**config.mk**
```make
export PLATFORM = sky130hd
export DESIGN_NAME = decode_10bto8b_flat
export DESIGN_NICKNAME = d
export VERILOG_FILES = /design/src/rtl/decode_10bto8b_if.sv /design/src/rtl/decode_10bto8b.sv /design/src/flat_wrapper.sv
export SDC_FILE = /design/constraint.sdc
export NUM_CORES = 1
export LEC_CHECK = 0
export CAP_MARGIN = 0
export CORE_UTILIZATION = 28
export CTS_CLUSTER_DIAMETER = 120
export DETAILED_ROUTE_END_ITERATION = 8
export HOLD_SLACK_MARGIN = 0.03
export MAX_ROUTING_LAYER = met4
export PLACE_DENSITY = 0.5
export SKIP_LAST_GASP = 1
export SYNTH_ARGS = -nofsm -noshare
export SYNTH_HDL_FRONTEND = slang
export SYNTH_SLANG_ARGS = --single-unit
```
**constraint.sdc**
```tcl
create_clock -name clk -period 3.4 [get_ports clk]
set_clock_uncertainty 0.15 [all_clocks]
set_input_delay 0.34 -clock clk [delete_from_list [all_inputs] [get_ports clk]]
set_output_delay 0.34 -clock clk [all_outputs]
set_load 0.01 [all_outputs]
```
**src/rtl/decode_10bto8b_if.sv**
```systemverilog
// Receive-side 8b/10b decoder bus: symbol handshake from the deserializer
// and decoded-byte strobe towards the frame parser.
interface decode_10bto8b_if;
    logic       decode_en;
    logic [9:0] data_10b;
    logic       data_10b_en;
    logic [7:0] data_8b;
    logic       data_8b_en;
    logic       code_err;
    logic       disp_err;
    logic       decode_load_data_flag;
    logic       overrun;
    logic       rd;

    modport master (
        output decode_en, data_10b, data_10b_en,
        input  data_8b, data_8b_en, code_err, disp_err,
        input  decode_load_data_flag, overrun, rd
    );

    modport slave (
        input  decode_en, data_10b, data_10b_en,
        output data_8b, data_8b_en, code_err, disp_err,
        output decode_load_data_flag, overrun, rd
    );
endinterface

```
**src/rtl/decode_10bto8b.sv**
```systemverilog
// 8b/10b symbol decoder for one received frame: 6b/5b then 4b/3b lookup with
// running-disparity tracking, code/disparity error flags and a byte strobe.
module decode_10bto8b (
    input  logic            clk,
    input  logic            rst,
    decode_10bto8b_if.slave bus
);

    typedef enum logic [2:0] {
        IDLE,
        WAITING,
        DECODE_6B_5B,
        DECODE_4B_3B,
        DATA_8B_OUT
    } state_e;

    typedef struct packed {
        logic       valid;
        logic [4:0] value;
    } code6_t;

    typedef struct packed {
        logic       valid;
        logic [2:0] value;
    } code4_t;

    typedef struct packed {
        logic err;
        logic rd;
    } disp_t;

    // Both RD forms of every 6b code map to the same 5-bit value.
    function automatic code6_t lookup_6b(input logic [5:0] p);
        code6_t r;
        r.valid = 1'b1;
        r.value = 5'd0;
        case (p)
            6'b111001, 6'b000110: r.value = 5'd0;
            6'b101110, 6'b010001: r.value = 5'd1;
            6'b101101, 6'b010010: r.value = 5'd2;
            6'b100011:            r.value = 5'd3;
            6'b101011, 6'b010100: r.value = 5'd4;
            6'b100101:            r.value = 5'd5;
            6'b100110:            r.value = 5'd6;
            6'b000111, 6'b111000: r.value = 5'd7;
            6'b100111, 6'b011000: r.value = 5'd8;
            6'b101001:            r.value = 5'd9;
            6'b101010:            r.value = 5'd10;
            6'b001011:            r.value = 5'd11;
            6'b101100:            r.value = 5'd12;
            6'b001101:            r.value = 5'd13;
            6'b001110:            r.value = 5'd14;
            6'b111010, 6'b000101: r.value = 5'd15;
            6'b110110, 6'b001001: r.value = 5'd16;
            6'b110001:            r.value = 5'd17;
            6'b110010:            r.value = 5'd18;
            6'b010011:            r.value = 5'd19;
            6'b110100:            r.value = 5'd20;
            6'b010101:            r.value = 5'd21;
            6'b010110:            r.value = 5'd22;
            6'b010111, 6'b101000: r.value = 5'd23;
            6'b110011, 6'b001100: r.value = 5'd24;
            6'b011001:            r.value = 5'd25;
            6'b011010:            r.value = 5'd26;
            6'b011011, 6'b100100: r.value = 5'd27;
            6'b011100:            r.value = 5'd28;
            6'b011101, 6'b100010: r.value = 5'd29;
            6'b011110, 6'b100001: r.value = 5'd30;
            6'b110101, 6'b001010: r.value = 5'd31;
            default:              r.valid = 1'b0;
        endcase
        return r;
    endfunction

    // Value 7 has four encodings: P7/A7 in each running disparity.
    function automatic code4_t lookup_4b(input logic [3:0] p);
        code4_t r;
        r.valid = 1'b1;
        r.value = 3'd0;
        case (p)
            4'b1101, 4'b0010:                   r.value = 3'd0;
            4'b1001:                            r.value = 3'd1;
            4'b1010:                            r.value = 3'd2;
            4'b0011, 4'b1100:                   r.value = 3'd3;
            4'b1011, 4'b0100:                   r.value = 3'd4;
            4'b0101:                            r.value = 3'd5;
            4'b0110:                            r.value = 3'd6;
            4'b0111, 4'b1000, 4'b1110, 4'b0001: r.value = 3'd7;
            default:                            r.valid = 1'b0;
        endcase
        return r;
    endfunction

    // Same rule for both sub-blocks; only the weight thresholds and the two
    // RD-restricted neutral patterns differ.
    function automatic disp_t disparity_rule(
        input logic rd_in,
        input logic positive,
        input logic negative,
        input logic neutral_minus_only,
        input logic neutral_plus_only
    );
        disp_t r;
        r.rd  = rd_in;
        r.err = 1'b0;
        if (positive) begin
            r.err = rd_in;
            r.rd  = 1'b1;
        end else if (negative) begin
            r.err = !rd_in;
            r.rd  = 1'b0;
        end else begin
            r.err = (neutral_minus_only && rd_in) || (neutral_plus_only && !rd_in);
        end
        return r;
    endfunction

    state_e     state_q, state_d;
    logic [9:0] sym_q, sym_d;
    logic [4:0] val5_q, val5_d;
    logic [2:0] val3_q, val3_d;
    logic       rd_q, rd_d;
    logic       code_err_q, code_err_d;
    logic       disp_err_q, disp_err_d;
    logic [7:0] data_8b_q, data_8b_d;
    logic       data_8b_en_q, data_8b_en_d;
    logic       load_flag_q, load_flag_d;
    logic       overrun_q, overrun_d;

    code6_t     code6;
    code4_t     code4;
    disp_t      disp6;
    disp_t      disp4;

    // rd_q already holds the post-6b disparity while in DECODE_4B_3B.
    always_comb begin
        code6 = lookup_6b(sym_q[5:0]);
        code4 = lookup_4b(sym_q[9:6]);
        disp6 = disparity_rule(rd_q,
                               $countones(sym_q[5:0]) == 4,
                               $countones(sym_q[5:0]) == 2,
                               sym_q[5:0] == 6'b000111,
                               sym_q[5:0] == 6'b111000);
        disp4 = disparity_rule(rd_q,
                               $countones(sym_q[9:6]) == 3,
                               $countones(sym_q[9:6]) == 1,
                               sym_q[9:6] == 4'b0011,
                               sym_q[9:6] == 4'b1100);
    end

    // NOTE: sequential state uses non-blocking assignments so every flop samples pre-edge values.
    always_ff @(posedge clk) begin
        if (rst) begin
            state_q <= IDLE;
        end else begin
            state_q <= state_d;
        end
    end

    always_comb begin
        state_d = state_q;
        unique case (state_q)
            IDLE:         state_d = WAITING;
            WAITING:      if (bus.data_10b_en) state_d = DECODE_6B_5B;
            DECODE_6B_5B: state_d = DECODE_4B_3B;
            DECODE_4B_3B: state_d = DATA_8B_OUT;
            DATA_8B_OUT:  state_d = WAITING;
            default:      state_d = IDLE;
        endcase
        if (!bus.decode_en) begin
            state_d = IDLE;
        end
    end

    // NOTE: every variable gets a default before the case so no latch is inferred.
    always_comb begin
        sym_d        = sym_q;
        val5_d       = val5_q;
        val3_d       = val3_q;
        rd_d         = rd_q;
        code_err_d   = code_err_q;
        disp_err_d   = disp_err_q;
        data_8b_d    = data_8b_q;
        data_8b_en_d = 1'b0;
        load_flag_d  = 1'b0;
        overrun_d    = bus.data_10b_en && (state_q != WAITING);

        unique case (state_q)
            WAITING: begin
                if (bus.data_10b_en) begin
                    sym_d       = bus.data_10b;
                    load_flag_d = 1'b1;
                end
            end
            DECODE_6B_5B: begin
                val5_d     = code6.value;
                code_err_d = !code6.valid;
                disp_err_d = code6.valid && disp6.err;
                if (code6.valid) begin
                    rd_d = disp6.rd;
                end
            end
            DECODE_4B_3B: begin
                val3_d     = code4.value;
                code_err_d = code_err_q || !code4.valid;
                disp_err_d = disp_err_q || (code4.valid && disp4.err);
                if (code4.valid) begin
                    rd_d = disp4.rd;
                end
            end
            DATA_8B_OUT: begin
                data_8b_d    = {val3_q, val5_q};
                data_8b_en_d = 1'b1;
            end
            default: ;
        endcase

        // A dropped enable clears the frame exactly like reset; next frame starts at RD-.
        if (!bus.decode_en) begin
            sym_d        = '0;
            val5_d       = '0;
            val3_d       = '0;
            rd_d         = 1'b0;
            code_err_d   = 1'b0;
            disp_err_d   = 1'b0;
            data_8b_d    = '0;
            data_8b_en_d = 1'b0;
            load_flag_d  = 1'b0;
            overrun_d    = 1'b0;
        end
    end

    always_ff @(posedge clk) begin
        if (rst) begin
            sym_q        <= '0;
            val5_q       <= '0;
            val3_q       <= '0;
            rd_q         <= 1'b0;
            code_err_q   <= 1'b0;
            disp_err_q   <= 1'b0;
            data_8b_q    <= '0;
            data_8b_en_q <= 1'b0;
            load_flag_q  <= 1'b0;
            overrun_q    <= 1'b0;
        end else begin
            sym_q        <= sym_d;
            val5_q       <= val5_d;
            val3_q       <= val3_d;
            rd_q         <= rd_d;
            code_err_q   <= code_err_d;
            disp_err_q   <= disp_err_d;
            data_8b_q    <= data_8b_d;
            data_8b_en_q <= data_8b_en_d;
            load_flag_q  <= load_flag_d;
            overrun_q    <= overrun_d;
        end
    end

    assign bus.data_8b               = data_8b_q;
    assign bus.data_8b_en            = data_8b_en_q;
    assign bus.code_err              = code_err_q;
    assign bus.disp_err              = disp_err_q;
    assign bus.decode_load_data_flag = load_flag_q;
    assign bus.overrun               = overrun_q;
    assign bus.rd                    = rd_q;

endmodule

```
**src/flat_wrapper.sv**
```systemverilog
// flat-port wrapper written by rule: the top's interface ports become plain ports
module decode_10bto8b_flat 
  (clk, rst, bus_decode_en, bus_data_10b, bus_data_10b_en, bus_data_8b, bus_data_8b_en, bus_code_err, bus_disp_err, bus_decode_load_data_flag, bus_overrun, bus_rd);
  decode_10bto8b_if bus_i ();
  input  logic clk;
  input  logic rst;
  input wire logic [$bits(bus_i.decode_en)-1:0] bus_decode_en;
  input wire logic [$bits(bus_i.data_10b)-1:0] bus_data_10b;
  input wire logic [$bits(bus_i.data_10b_en)-1:0] bus_data_10b_en;
  output wire logic [$bits(bus_i.data_8b)-1:0] bus_data_8b;
  output wire logic [$bits(bus_i.data_8b_en)-1:0] bus_data_8b_en;
  output wire logic [$bits(bus_i.code_err)-1:0] bus_code_err;
  output wire logic [$bits(bus_i.disp_err)-1:0] bus_disp_err;
  output wire logic [$bits(bus_i.decode_load_data_flag)-1:0] bus_decode_load_data_flag;
  output wire logic [$bits(bus_i.overrun)-1:0] bus_overrun;
  output wire logic [$bits(bus_i.rd)-1:0] bus_rd;
  assign bus_i.decode_en = bus_decode_en;
  assign bus_i.data_10b = bus_data_10b;
  assign bus_i.data_10b_en = bus_data_10b_en;
  assign bus_data_8b = bus_i.data_8b;
  assign bus_data_8b_en = bus_i.data_8b_en;
  assign bus_code_err = bus_i.code_err;
  assign bus_disp_err = bus_i.disp_err;
  assign bus_decode_load_data_flag = bus_i.decode_load_data_flag;
  assign bus_overrun = bus_i.overrun;
  assign bus_rd = bus_i.rd;
  decode_10bto8b u_core (.clk(clk), .rst(rst), .bus(bus_i));
endmodule
```
==> results of run 1 <==
==> worst max-delay path, delay by kind of cell, from the launching register on <==
family                   cells  cell delay, ns
buffers and inverters        4            0.29
adder cells (fa/ha/maj)      4            1.09
AND/OR/NAND/NOR              2            0.44
flip-flops                   1            0.45
AO/OA/AOI/OAI                2            0.43
==> cell type report <==
class | instances | area (um2) | share of cell area
repair buffers | 30 | 292.8 | 0.1003
multi-input cells | 237 | 1634 | 0.5598
well taps | 108 | 135.1 | 0.04629
inverters | 20 | 75.07 | 0.02572
flip-flops and latches | 35 | 700.7 | 0.2400
clock inverters | 1 | 5.005 | 0.001715
clock buffers | 7 | 76.32 | 0.02615
==> report_power, final <==
part           internal, mW  switching [mW]
Clock                 0.144           0.154
Sequential            0.414         0.00505
Combinational        0.0276          0.0352
Total                 0.585           0.194
==> state kept, by name (all words and copies together), names as in the netlist <==
name	count
u_core.sym_q	10
u_core.bus.overrun	1
u_core.bus.rd	1
u_core.bus.code_err	1
u_core.bus.data_8b_en	1
u_core.state_q	3
u_core.bus.disp_err	1
u_core.val3_q	3
u_core.bus.data_8b	8
u_core.val5_q	5
u_core.bus.decode_load_data_flag	1
==> synthesized netlist by cell type (2+ instances only) <==
cell / n
sky130_fd_sc_hd__o221a_2: 2
sky130_fd_sc_hd__inv_1: 19
sky130_fd_sc_hd__dfxtp_1: 35
sky130_fd_sc_hd__o21ai_0: 15
sky130_fd_sc_hd__nor2_1: 26
sky130_fd_sc_hd__a22o_1: 6
sky130_fd_sc_hd__nor4_1: 3
sky130_fd_sc_hd__mux2i_1: 9
sky130_fd_sc_hd__a21oi_1: 16
sky130_fd_sc_hd__clkbuf_1: 11
sky130_fd_sc_hd__nor3_1: 4
sky130_fd_sc_hd__a311oi_1: 3
sky130_fd_sc_hd__a211oi_1: 3
sky130_fd_sc_hd__fa_1: 2
sky130_fd_sc_hd__o31ai_1: 2
sky130_fd_sc_hd__buf_2: 5
sky130_fd_sc_hd__buf_1: 2
sky130_fd_sc_hd__a32o_1: 2
sky130_fd_sc_hd__a222oi_1: 2
sky130_fd_sc_hd__o211ai_1: 3
sky130_fd_sc_hd__nand4_1: 3
sky130_fd_sc_hd__buf_6: 4
sky130_fd_sc_hd__and2_1: 3
sky130_fd_sc_hd__a22oi_1: 3
sky130_fd_sc_hd__and3_1: 8
sky130_fd_sc_hd__nand3_1: 12
sky130_fd_sc_hd__a31oi_1: 7
sky130_fd_sc_hd__ha_1: 29
sky130_fd_sc_hd__nand2_1: 49
==> final timing paths <==
kind,from,to
min reg2reg,u_core.bus.data_8b[5],u_core.bus.data_8b[5]
max,u_core.sym_q[4],u_core.bus.disp_err
min,u_core.bus.data_8b[5],u_core.bus.data_8b[5]
max reg2reg,u_core.sym_q[4],u_core.bus.disp_err
==> logic make-up (layout without fill, tap and decap cells) <==
kind of cell / after synthesis / after routing
AOI/OAI and AO/OA: 79 / 79
xor gates and xnor gates: 1 / 1
DFF: 35 / 35
muxes: 9 / 9
and+or+nand+nor: 117 / 117
adders and majority gates: 31 / 31
buffers and inverters: 43 / 58
==> cells in the final DEF, fill, tap and decap left out, types with 2 or more instances in the layout <==
cell / n
sky130_fd_sc_hd__clkbuf_8: 5
sky130_fd_sc_hd__nor4_1: 3
sky130_fd_sc_hd__dfxtp_1: 35
sky130_fd_sc_hd__and3_1: 8
sky130_fd_sc_hd__a32o_1: 2
sky130_fd_sc_hd__a22oi_1: 3
sky130_fd_sc_hd__inv_1: 19
sky130_fd_sc_hd__a222oi_1: 2
sky130_fd_sc_hd__a211oi_1: 3
sky130_fd_sc_hd__a22o_1: 6
sky130_fd_sc_hd__a311oi_1: 3
sky130_fd_sc_hd__fa_1: 2
sky130_fd_sc_hd__and2_1: 3
sky130_fd_sc_hd__o21ai_0: 15
sky130_fd_sc_hd__nand3_1: 12
sky130_fd_sc_hd__o211ai_1: 3
sky130_fd_sc_hd__nand2_1: 49
sky130_fd_sc_hd__o31ai_1: 2
sky130_fd_sc_hd__nand4_1: 3
sky130_fd_sc_hd__clkbuf_1: 2
sky130_fd_sc_hd__ha_1: 29
sky130_fd_sc_hd__nor3_1: 4
sky130_fd_sc_hd__o221a_2: 2
sky130_fd_sc_hd__a21oi_1: 16
sky130_fd_sc_hd__nor2_1: 26
sky130_fd_sc_hd__mux2i_1: 9
sky130_fd_sc_hd__clkdlybuf4s50_1: 27
sky130_fd_sc_hd__a31oi_1: 7
sky130_fd_sc_hd__buf_4: 3
==> metrics by stage <==
stage               area (um2)  setup WS, ns
floorplan                 2534        0.7226
global placement          2838        0.5769
detailed placement        2838        0.4720
CTS                       2919        0.4542
global route              2919        0.2427
finish                    2919        0.4370
==> per-layer routing <==
layer	wire (um)	part of all wire	up-vias
met1	3060	0.48	1093
li1	-	-	1139
met4	167	0.026	0
met2	2861	0.45	83
met3	306	0.048	15
met5	0	0	-
==> flow_summary.rst, run 1 <==
.. list-table::
   :header-rows: 1

   * - Metric
     - Value
   * - Type of the worst min-delay path
     - reg -> reg
   * - GR met3 Demand/Resource
     - 0.03022
   * - Clock sink count
     - 35
   * - CTS-repair resized insts
     - 0
   * - Synth Instances
     - 315
   * - Fmax
     - 337.5 MHz
   * - Compound-Gate Fraction of Synth Area
     - 0.2286
   * - Max stage delay on crit path
     - 0.45 ns
   * - Setup CP Type
     - reg -> reg
   * - Library cell with the largest summed area after synthesis
     - sky130_fd_sc_hd__dfxtp_1
   * - Reg2Reg Depth
     - 12
   * - Post-route clock period utilization
     - 0.8715
   * - Setup crit start kind
     - register
   * - Final min period
     - 2.963 ns
   * - Max VDD drop
     - 132.1 uV
   * - Number of DRC markers in iteration 0
     - 93
   * - Mean area per synthesized cell
     - 8.043 um2
   * - CTS H-tree lvls
     - 2
   * - Final net count
     - 374
   * - EDFF count, synth
     - 0
   * - Routed wire length per instance
     - 14.60 um
   * - Top_reg_cell synth
     - sky130_fd_sc_hd__dfxtp_1
   * - Maximum number of buffers from clock root to sink
     - 2
   * - Setup Buffers After CTS
     - 0
   * - GR Layer Usage met1
     - 0.1886
   * - Core region area
     - 8721 um2
   * - Share of Yosys cell area claimed by the top area cell type
     - 0.2765
   * - Area overhead of the layout relative to synthesis
     - 15.21%
   * - Final cell count without fillers
     - 438
   * - Placer's final routability congestion estimate
     - 0.8191
   * - Initial standard-cell utilization of the core
     - 0.2905
   * - Data arrival at the endpoint of the critical path
     - 2.97 ns
   * - Total global-route track usage
     - 0.1454
   * - Register area share after synthesis
     - 0.2765
   * - Net count after synthesis
     - 360
   * - Layer with the highest usage
     - met2
   * - Worst max-slew margin expressed relative to the limit
     - 0.2247
   * - Main combinational cell family by area after synthesis
     - compound AO/OA/AOI/OAI gates
   * - Flops & latches, synth
     - 35
   * - Layout cell share with drive strength beyond 1
     - 0.06364
   * - Transition time of the tightest slew-check pin
     - 1.163 ns
   * - Slew Viols, Final
     - 0
   * - Pin count of the biggest net entering global routing
     - 28
   * - Number of antenna diodes
     - 0
   * - Crit-path slowest cell
     - sky130_fd_sc_hd__dfxtp_1
   * - Min-Delay Path Depth
     - 2
   * - Most frequent cell on the critical path
     - sky130_fd_sc_hd__inv_1
   * - Clock root cell
     - sky130_fd_sc_hd__clkbuf_8
   * - Placement Rows
     - 34
   * - Number of distinct library cells after synthesis
     - 56
   * - Worst Setup End Kind
     - register
   * - Maximum net fanout on the critical path
     - 6
   * - Area contributors post-synth
     - sky130_fd_sc_hd__dfxtp_1 (28%), sky130_fd_sc_hd__ha_1 (14%), sky130_fd_sc_hd__nand2_1 (7.3%), sky130_fd_sc_hd__nor2_1 (3.9%), sky130_fd_sc_hd__mux2i_1 (3.6%)
   * - Remaining number of nets flagged by the antenna check after routing
     - 0
   * - Final routed wirelength across all metal layers
     - 6395 um
   * - Post-CTS Hold Buffers
     - 0
   * - Clock tree from TritonCTS
     - built
   * - Post-synth ARST share
     - 0
   * - Total of endpoints with negative setup slack in the final report
     - 0
   * - Worst-case hold slack
     - 0.3470 ns
   * - Remaining DRCs
     - 0
   * - Die extent in x
     - 97.13 um
   * - Total half-perimeter wirelength after legalization and detailed placement
     - 4558 um
   * - Status
     - finished clean
   * - Power density over the cells
     - 266.9 nW/um2
   * - Met2 usage in global routing
     - 0.2199
   * - Average via count per standard cell
     - 5.320
   * - Inserted Clock Buffers
     - 5
   * - CTS clock-pin slew for the worst setup and hold paths
     - 0.08 ns
   * - Post-layout total power
     - 0.7792 mW
   * - Post-synthesis simple-gate area fraction
     - 0.2183
   * - Antenna violations before repair
     - 0
   * - Final total negative setup slack
     - 0 ns
   * - Filler cells
     - 904
   * - Static leakage
     - 1.147 nW
   * - Mapped cell area
     - 2534 um2
   * - Count of TritonRoute iterations in the first routing pass
     - 5
   * - Routed vias
     - 2330
   * - Placed Cells incl. Taps
     - 430
   * - Die Footprint
     - 9433 um2
   * - Multiplexer area fraction after synthesis
     - 0.03556
   * - Crit path cell chain
     - inv_1 > ha_1 > inv_1 > fa_1 > inv_1 > ha_1 > inv_1 > ha_1 > and3b_1 > nor3_1 > a211oi_1 > a2111oi_0
   * - Setup repair after global routing missed its margin
     - false
   * - Via count of the first global-routing pass
     - 2247
   * - Final Hold Viols
     - 0
   * - Xor and xnor fraction of the mapped netlist area
     - 0.003457
   * - Slack of the worst reg-to-reg path
     - 0.44 ns
   * - Number of input and output port buffers inserted
     - 27
   * - Max Cap Violations
     - 0
   * - CP required
     - 3.41 ns
   * - First-pass GRT wire length
     - 10980 um
   * - Overall die height
     - 97.13 um
   * - Clk_lat worst skew
     - 0.29 ns
   * - Share of synthesized cell area in full adder, half adder and majority cells
     - 0.1590
   * - Yosys synthesis warning count
     - 0
   * - Top Ports
     - 28
   * - Final core utilization
     - 0.3347
   * - Global route total overflow
     - 0
No activity file was read; power rests on OpenSTA's default activity.
==> run 2: changes to the inputs <==
CAP_MARGIN = 20   (was 0)
==> run 2 against run 1 <==
Register-to-register slack about the same. Flip-flop and latch count unchanged. Maximum frequency decreased by 0.10%. Hold slack got worse by 0.0019 ns. Die area unchanged. Critical path type unchanged. Critical endpoint unchanged. Largest cell class unchanged.
==> flow_summary.rst, run 2 (synthesis gave the netlist of run 1 again) <==
.. list-table::
   :header-rows: 1

   * - Metric
     - Value
   * - Max Cap Violations
     - 0
   * - Status
     - finished clean
   * - Clock root cell
     - sky130_fd_sc_hd__clkbuf_8
   * - Post-layout instance area
     - 2934 um2
   * - Final cell count without fillers
     - 439
   * - Routed wire length per instance
     - 14.54 um
   * - Maximum number of buffers from clock root to sink
     - 2
   * - Worst-case hold slack
     - 0.3451 ns
   * - Share of power burned in registers
     - 0.536
   * - Setup Buffers After CTS
     - 0
   * - Top Ports
     - 28
   * - Crit path cell chain
     - inv_1 > ha_1 > inv_1 > fa_1 > inv_1 > ha_1 > inv_1 > ha_1 > and3b_1 > nor3_1 > a211oi_1 > a2111oi_0
   * - Remaining DRCs
     - 0
   * - Final net count
     - 375
   * - Pin count of the biggest net entering global routing
     - 28
   * - Maximum net fanout on the critical path
     - 6
   * - Reg2Reg Depth
     - 12
   * - Die extent in x
     - 97.13 um
   * - Max stage delay on crit path
     - 0.44 ns
   * - Final Hold Viols
     - 0
   * - Most common cell after layout, fill and taps aside
     - sky130_fd_sc_hd__nand2_1
   * - Power density over the cells
     - 266.3 nW/um2
   * - Worst Setup End Kind
     - register
   * - Fmax
     - 337.2 MHz
   * - Setup CP Type
     - reg -> reg
   * - Most frequent cell on the critical path
     - sky130_fd_sc_hd__inv_1
   * - Layout cell share with drive strength beyond 1
     - 0.06647
   * - Reg-to-reg critical path endpoint
     - u_core.bus.disp_err
   * - Global route total overflow
     - 0
   * - Slack of the worst reg-to-reg path
     - 0.43 ns
   * - Cell type group with the largest total delay on the critical path
     - adder cells
   * - Setup crit start kind
     - register
   * - Worst max-slew margin expressed relative to the limit
     - 0.3236
   * - Min-delay src
     - u_core.bus.data_8b[5]
   * - Final core utilization
     - 0.3364
   * - First-pass GRT wire length
     - 10980 um
   * - Clk_lat worst skew
     - 0.29 ns
   * - Final routed wirelength across all metal layers
     - 6382 um
   * - Max VDD drop
     - 132.3 uV
   * - Placed standard-cell area
     - 2838 um2
   * - Final total negative setup slack
     - 0 ns
   * - Initial standard-cell utilization of the core
     - 0.2905
   * - Min-Delay Path Depth
     - 2
   * - Placer's final routability congestion estimate
     - 0.8191
   * - Number of antenna diodes
     - 0
   * - Routed vias
     - 2314
   * - Cell internal power dissipation
     - 0.5867 mW
   * - Die Footprint
     - 9433 um2
   * - Antenna violations before repair
     - 0
   * - Placement Rows
     - 34
   * - Highest-count cells in the layout ignoring fill and taps
     - sky130_fd_sc_hd__nand2_1 (49), sky130_fd_sc_hd__dfxtp_1 (35), sky130_fd_sc_hd__ha_1 (29), sky130_fd_sc_hd__clkdlybuf4s50_1 (27), sky130_fd_sc_hd__nor2_1 (26)
   * - CTS-repair resized insts
     - 0
   * - Total of endpoints with negative setup slack in the final report
     - 0
   * - Average via count per standard cell
     - 5.271
   * - Total global-route track usage
     - 0.1454
   * - Setup repair after global routing missed its margin
     - false
   * - Placed Cells incl. Taps
     - 430
   * - Net switching power
     - 0.1946 mW
   * - Register ranked first by flip-flop count
     - u_core.sym_q
   * - Bufs and invs on worst path
     - 4
   * - Fraction of power consumed by combinational cells
     - 0.083
   * - Transition time of the tightest slew-check pin
     - 1.009 ns
   * - Startpoint of the worst-slack reg-to-reg timing path
     - u_core.sym_q[4]
   * - Post-route clock period utilization
     - 0.8724
   * - Inserted Clock Buffers
     - 5
   * - Number of input and output port buffers inserted
     - 27
   * - Overall die height
     - 97.13 um
   * - Number of DRC markers in iteration 0
     - 121
   * - Flip-flop count of the largest register after layout
     - 10
   * - Fraction of power spent switching nets
     - 0.2491
   * - Relative contribution of the clock network to total power
     - 0.382
   * - Slew Viols, Final
     - 0
   * - Total half-perimeter wirelength after legalization and detailed placement
     - 4558 um
   * - Area overhead of the layout relative to synthesis
     - 15.80%
   * - CTS clock-pin slew for the worst setup and hold paths
     - 0.08 ns
   * - Count of TritonRoute iterations in the first routing pass
     - 5
   * - Crit-path slowest cell
     - sky130_fd_sc_hd__dfxtp_1
   * - Type of the worst min-delay path
     - reg -> reg
   * - Final min period
     - 2.966 ns
   * - Post-CTS Hold Buffers
     - 0
   * - CTS H-tree lvls
     - 2
   * - Via count of the first global-routing pass
     - 2247
   * - Endpoint, Worst Hold
     - u_core.bus.data_8b[5]
   * - Clock tree from TritonCTS
     - built
   * - Remaining number of nets flagged by the antenna check after routing
     - 0
   * - Worst setup path start
     - u_core.sym_q[4]
   * - Core region area
     - 8721 um2
   * - Data arrival at the endpoint of the critical path
     - 2.99 ns
   * - Clock sink count
     - 35
   * - Static leakage
     - 1.155 nW
   * - CP required
     - 3.42 ns
run 2: cell count changes in the layout (fill, tap and decap cells not counted), sizes merged:
cell  change
buf       +1
run 2: how the worst max path moves through the flow:
stage                          endpoint  slack [ns]  cells after the start
floorplan           u_core.bus.disp_err        0.72                     12
global placement    u_core.bus.disp_err        0.58                     12
detailed placement  u_core.bus.disp_err        0.47                     12
CTS                 u_core.bus.disp_err        0.45                     12
global route        u_core.bus.disp_err        0.26                     13
finish              u_core.bus.disp_err        0.43                     12
run 2: tightest hold or removal path: stages, from the launching register on:
cell and delay [ns]:
sky130_fd_sc_hd__dfxtp_1 0.33, sky130_fd_sc_hd__mux2i_1 0.06, sky130_fd_sc_hd__nor2_1 0.07
run 2: final cells by class:
class	count	area, um2
Clock buffer	7	76.32
Clock inverter	1	5.005
Fill cell	906	5787
Inverter	20	75.07
Multi-Input combinational cell	237	1634
Sequential cell	35	700.7
Tap cell	108	135.1
Timing Repair Buffer	31	307.8
run 2: power by group through the flow:
stage          Combinational, mW  Clock (mW)  Sequential, mW
2_1_floorplan             0.0380           0           0.426
3_3_place_gp              0.0628           0           0.428
3_5_place_dp              0.0628           0           0.428
4_1_cts                   0.0631       0.313           0.419
5_1_grt                   0.0725       0.330           0.419
6_report                  0.0645       0.298           0.419
run 2: per-layer routing:
| layer | track usage | part of all wire | up-vias |
|---|---|---|---|
| met2 | 0.2199 | 0.44 | 78 |
| li1 | - | - | 1141 |
| met1 | 0.1886 | 0.49 | 1082 |
| met4 | 0.05970 | 0.024 | 0 |
| met3 | 0.03022 | 0.046 | 13 |
| met5 | - | 0 | - |
run 2: stage by stage:
stage          power (mW)  setup WS, ns
2_1_floorplan      0.4638        0.7226
3_3_place_gp       0.4908        0.5769
3_5_place_dp       0.4910        0.4720
4_1_cts            0.7946        0.4542
5_1_grt            0.8216        0.2592
6_report           0.7814        0.4340
==> edit 1 (flow settings as in run 1) <==
Encoding of `state_e`: now Gray code (3 bits for 5 states).
--- a/src/rtl/decode_10bto8b.sv
+++ b/src/rtl/decode_10bto8b.sv
@@ -8,9 +8,9 @@
 
     typedef enum logic [2:0] {
-        IDLE,
-        WAITING,
-        DECODE_6B_5B,
-        DECODE_4B_3B,
-        DATA_8B_OUT
+        IDLE         = 3'b000,
+        WAITING      = 3'b001,
+        DECODE_6B_5B = 3'b011,
+        DECODE_4B_3B = 3'b010,
+        DATA_8B_OUT  = 3'b110
     } state_e;
 
Behaviour: no difference found for any inputs over 10 cycles, from zero or initial values; not proved beyond that.
==> edit 1 against run 1 <==
  * Critical path depth increased by 2
  * Routed wire length decreased by 5.6%
  * Core utilization up 0.83 points
  * Power fell by 0.26%
  * Area after synthesis fell by 2.3%
  * Final area shrank 1.5%
  * Sequential cell count did not move
  * Worst setup slack improved by 0.0035 ns
  * Critical endpoint is now u_core.bus.rd
==> edit 1: results (changes against run 1) <==
Status
  • Outcome: completed

Synthesis
  • Top cells by area, synth: dfxtp_1 28%, ha_1 15%, nand2_1 5.9%
  • Register area share after synthesis: 0.283 (+0.00643)
  • Post-synth ARST share: 0 (unchanged)
  • Mapped Nets: 352 (-2.2%)
  • Post-synth top cells: 39 x nand2_1, 35 x dfxtp_1, 29 x ha_1
  • Synth unique cells: 51 (-8.9%)

Setup path
  • Reg2Reg Capture Point: u_core.bus.rd
  • Critical Path AT: 2.99 ns (+0.02 ns)
  • Worst Setup SP: u_core.sym_q[4]
  • Crit-path max FO: 6 (unchanged)
  • Delay-heaviest family, CP: adder cells
  • CP Capture Type: flop
  • Slowest-stage cell, CP: dfxtp_1
  • Worst reg2reg path depth: 14 (+2)

Worst hold path
  • WHS Path Cells: 2 (unchanged)
  • Hold endpoint: u_core.bus.data_8b[2]
  • Hold WC Path Type: flop to flop
  • HP Start: u_core.val5_q[2]

Power
  • Peak supply drop: 0.133 mV (+1.0%)
  • Leakage: 1.11 nW (-2.9%)

Global route
  • First-pass GRT wire length: 9.96 mm (-9.3%)
  • Vias in the first global route: 2,050 (-8.8%)
  • GRT Total Usage: 0.141 (-0.00425)
  • Largest net degree at the start of global routing: 28 (unchanged)

Detailed routing
  • Initial DRC Count: 191 (+110%)
  • # DRC: 0 (unchanged)
  • Router iterations before antenna repair: 4 (-1)
  • Vias: 2,233 (-4.2%)
  • Total Routed Length: 6.04 mm (-5.6%)

Timing
  • Worst Max-Slew Pin Slew: 0.617 ns (-0.546 ns)
  • Crit path time final: 2.96 ns (-0.00346 ns)

Final layout
  • Layout cells sized above 1: 0.0372 (-0.0265)
  • Largest Register: u_core.sym_q
  • Antenna Cells: 0 (unchanged)
  • # nets final: 367 (-1.9%)

Clock tree
  • CTS clk-pin slew, worst paths: roughly 0.070 ns
  • Clk_lat worst skew: around 0.28 ns
  • Inserted Clock Buffers: 5 (unchanged)
  • PostCTS Resize Cnt: 0 (unchanged)
  • Post-CTS Setup Bufs: 0 (unchanged)

Placement
  • Post-DP HPWL: 4.36 mm (-4.4%)
  • Final GP Congestion: 0.819 (about the same)
  • Dpl ws: 0.457 ns (-0.0146 ns)
==> edit 1: power by group <==
group	leakage [nW]	switching [W]	internal, W
logic	0.789	0.0000338	0.0000293
clock network	0.0422	0.000152	0.000144
registers	0.283	0.00000474	0.000414
total	1.11	0.000190	0.000587
==> edit 1: layout make-up <==
type | instances | area (um2)
sequential | 35 | 701
fill | 904 | 5510
multi-input combinational | 229 | 1600
timing repair buffer | 28 | 278
clock buffer | 7 | 76.3
tap | 105 | 131
inverter | 23 | 86.3
clock inverter | 1 | 5.00
==> edit 1: per-layer routing <==
metal | track usage | wire length (um) | up-vias
li1 | - | - | 1113
met2 | 0.214 | 2660 | 78
met1 | 0.191 | 2920 | 1037
met4 | 0.0386 | 51 | 0
met3 | 0.0269 | 405 | 5
met5 | - | 0 | -
==> edit 1: kinds of logic (layout without fill, tap and decap cells) <==
| family | after synthesis | after routing | synth area share |
|---|---|---|---|
| adder cells (fa/ha/maj) | 31 | 31 | 0.163 |
| XOR/XNOR | 1 | 1 | 0.00354 |
| AND/OR/NAND/NOR | 111 | 111 | 0.220 |
| AO/OA/AOI/OAI | 77 | 77 | 0.222 |
| buffers and inverters | 43 | 59 | 0.0717 |
| flip-flops | 35 | 35 | 0.283 |
| multiplexers | 9 | 9 | 0.0364 |
==> edit 1: through the flow <==
stage | cell area [um2] | std cells | hold WS [ns]
2_1_floorplan | 2480 | 307 | 0.305
3_3_place_gp | 2790 | 420 | 0.318
3_5_place_dp | 2790 | 420 | 0.330
4_1_cts | 2880 | 428 | 0.350
5_1_grt | 2880 | 428 | 0.369
6_report | 2880 | 428 | 0.346
==> edit 1: worst min-delay path, delay by kind of cell, from the launching register on <==
family,cells,cell delay [ns]
muxes,1,0.06
and+or+nand+nor,1,0.07
DFF,1,0.33
==> edit 2 (settings of run 1) <==
Without the edit above. Make the reset (`rst`) asynchronous in 2 clocked blocks.
--- a/src/rtl/decode_10bto8b.sv
+++ b/src/rtl/decode_10bto8b.sv
@@ -150,5 +150,5 @@
 
     // NOTE: sequential state uses non-blocking assignments so every flop samples pre-edge values.
-    always_ff @(posedge clk) begin
+    always_ff @(posedge clk or posedge rst) begin
         if (rst) begin
             state_q <= IDLE;
@@ -231,5 +231,5 @@
     end
 
-    always_ff @(posedge clk) begin
+    always_ff @(posedge clk or posedge rst) begin
         if (rst) begin
             sym_q        <= '0;
Check against the original RTL: differs if rst is asserted again (counterexample within 4 cycles, from zero or initial values and one cycle with rst high); with rst held inactive, the same outputs for 10 cycles.
==> edit 2 against run 1 <==
  * The run now ends with design-rule violations left
  * Worst setup slack lost 0.22 ns
  * Sequential cell count unchanged
  * Final area rose by 4.4%
  * Largest cell class unchanged
  * Die area is 1.6% higher
  * Core utilization is 1.1 points higher
  * Routed wire length down 0.23%
  * Critical path type unchanged
  * Sequential share of layout area up 4.7 points
  * Area after synthesis is 1.7% higher
  * First-iteration DRC count up 90%
Power is not compared: it rests on default switching activity, and its combinational part moved more than twofold at a synthesized area within 25%.
==> edit 2: results (changes against run 1) <==
Synthesis
  • Adder-cell share of the synthesized area: 0.120 (-0.0386)
  • Synth unique cells: 55 (-1.8%)
  • Register area share after synthesis: 0.340 (+0.0634)
  • Post-synth ARST share: 1.00 (+1.00)
  • Ys flop type: dfrtp_1
  • Top cells by area, synth: dfrtp_1 34%, ha_1 9.7%, a21oi_1 6.4%
  • Post-Synth XOR/XNOR Area: 0.00680 (+0.00334)

Global route
  • Fraction of met3 tracks used by global routing: 0.0236 (-0.00659)
  • Vias in the first global route: 2,086 (-7.2%)
  • Met2 usage: 0.199 (-0.0211)
  • First-pass GRT wire length: 10.6 mm (-3.4%)
  • Met1 global-route usage: 0.209 (+0.0207)

Final layout
  • # nets final: 365 (-2.4%)
  • Fill count: 935 (+3.4%)
  • Layout cells sized above 1: 0.0790 (+0.0154)

Status
  • Outcome: complete, but fails checks
  • Failing checks: design-rule violations

Detailed routing
  • Avg Vias per Cell: 5.19 (-2.4%)
  • Total Routed Length: 6.38 mm (-0.23%)
  • # DRC: 3 (+3)
  • Router iterations before antenna repair: 8 (+3)
  • Initial DRC Count: 177 (+90%)

Timing
  • Worst Max-Slew Pin Slew: 0.859 ns (-0.303 ns)

Worst hold path
  • Hold WC Path Type: input pin to asynchronous set/reset pin

Placement
  • Final GP Congestion: 0.894 (+9.1%)
  • Post-DP HPWL: 4.66 mm (+2.2%)

Setup path
  • Crit-path max FO: 4 (-2)
==> edit 2: cells by family (layout without fill, tap and decap cells) <==
logic type               Yosys count  count (layout)
AO/OA/AOI/OAI                    103             103
AND/OR/NAND/NOR                   99              99
buffers and inverters             39              64
flip-flops                        35              35
adder cells (fa/ha/maj)           23              23
multiplexers                       3               3
XOR/XNOR                           2               2
==> edit 2: per-layer routing <==
layer  vias up  part of all wire  wire, um
li1       1138                 -         -
met1      1070              0.51      3220
met2        59              0.44      2830
met3         2             0.049       311
met4         0            0.0019        12
met5         -                 0         0
==> edit 2: cell type report <==
cell class	count	area, um2	area share
clock inverter	2	12.5	0.00411
tap	108	135	0.0444
multi-input combinational	230	1550	0.508
clock buffer	6	72.6	0.0238
sequential	35	876	0.287
inverter	23	86.3	0.0283
timing repair buffer	33	315	0.103
==> edit 2: final timing paths <==
kind	start	to	slack, ns	depth (start not counted)
worst max-delay path	u_core.sym_q[4]	u_core.bus.rd	0.22	14
worst min-delay path	rst	u_core.bus.data_8b[0]	0.30	3
worst max register to register	u_core.sym_q[4]	u_core.bus.rd	0.22	14
worst min register to register	u_core.val3_q[2]	u_core.bus.data_8b[7]	0.36	2
max in group asynchronous	rst	u_core.sym_q[3]	2.48	3
min in group clk	u_core.val3_q[2]	u_core.bus.data_8b[7]	0.36	2
==> edit 2: critical path: stages, from the launching register on <==
cell and delay (ns):
dfrtp_1 0.41, inv_1 0.08, ha_1 0.29, inv_1 0.08, fa_1 0.41, inv_1 0.07, ha_1 0.16, inv_1 0.05
fa_1 0.40, xor2_2 0.19, a211oi_2 0.29, a32oi_1 0.09, a211oi_1 0.23, o31ai_1 0.10, o221ai_1 0.07
==> edit 2: stage by stage <==
stage          area (um2)  std cells  setup WS (ns)   util
2_1_floorplan        2580        304          0.368      -
3_3_place_gp         2950        429          0.227  0.335
3_5_place_dp         2950        429         0.0915  0.335
4_1_cts              3030        437         0.0796  0.345
5_1_grt              3050        437       0.000677  0.346
6_report             3050        437          0.219  0.346
==> edit 2: power groups by stage <==
stage               combinational, W  sequential [W]  clock (W)
global placement            0.000205        0.000454          0
CTS                         0.000207        0.000446   0.000313
finish                      0.000205        0.000447   0.000299
detailed placement          0.000205        0.000455          0
floorplan                   0.000142        0.000452          0
global route                0.000230        0.000449   0.000328
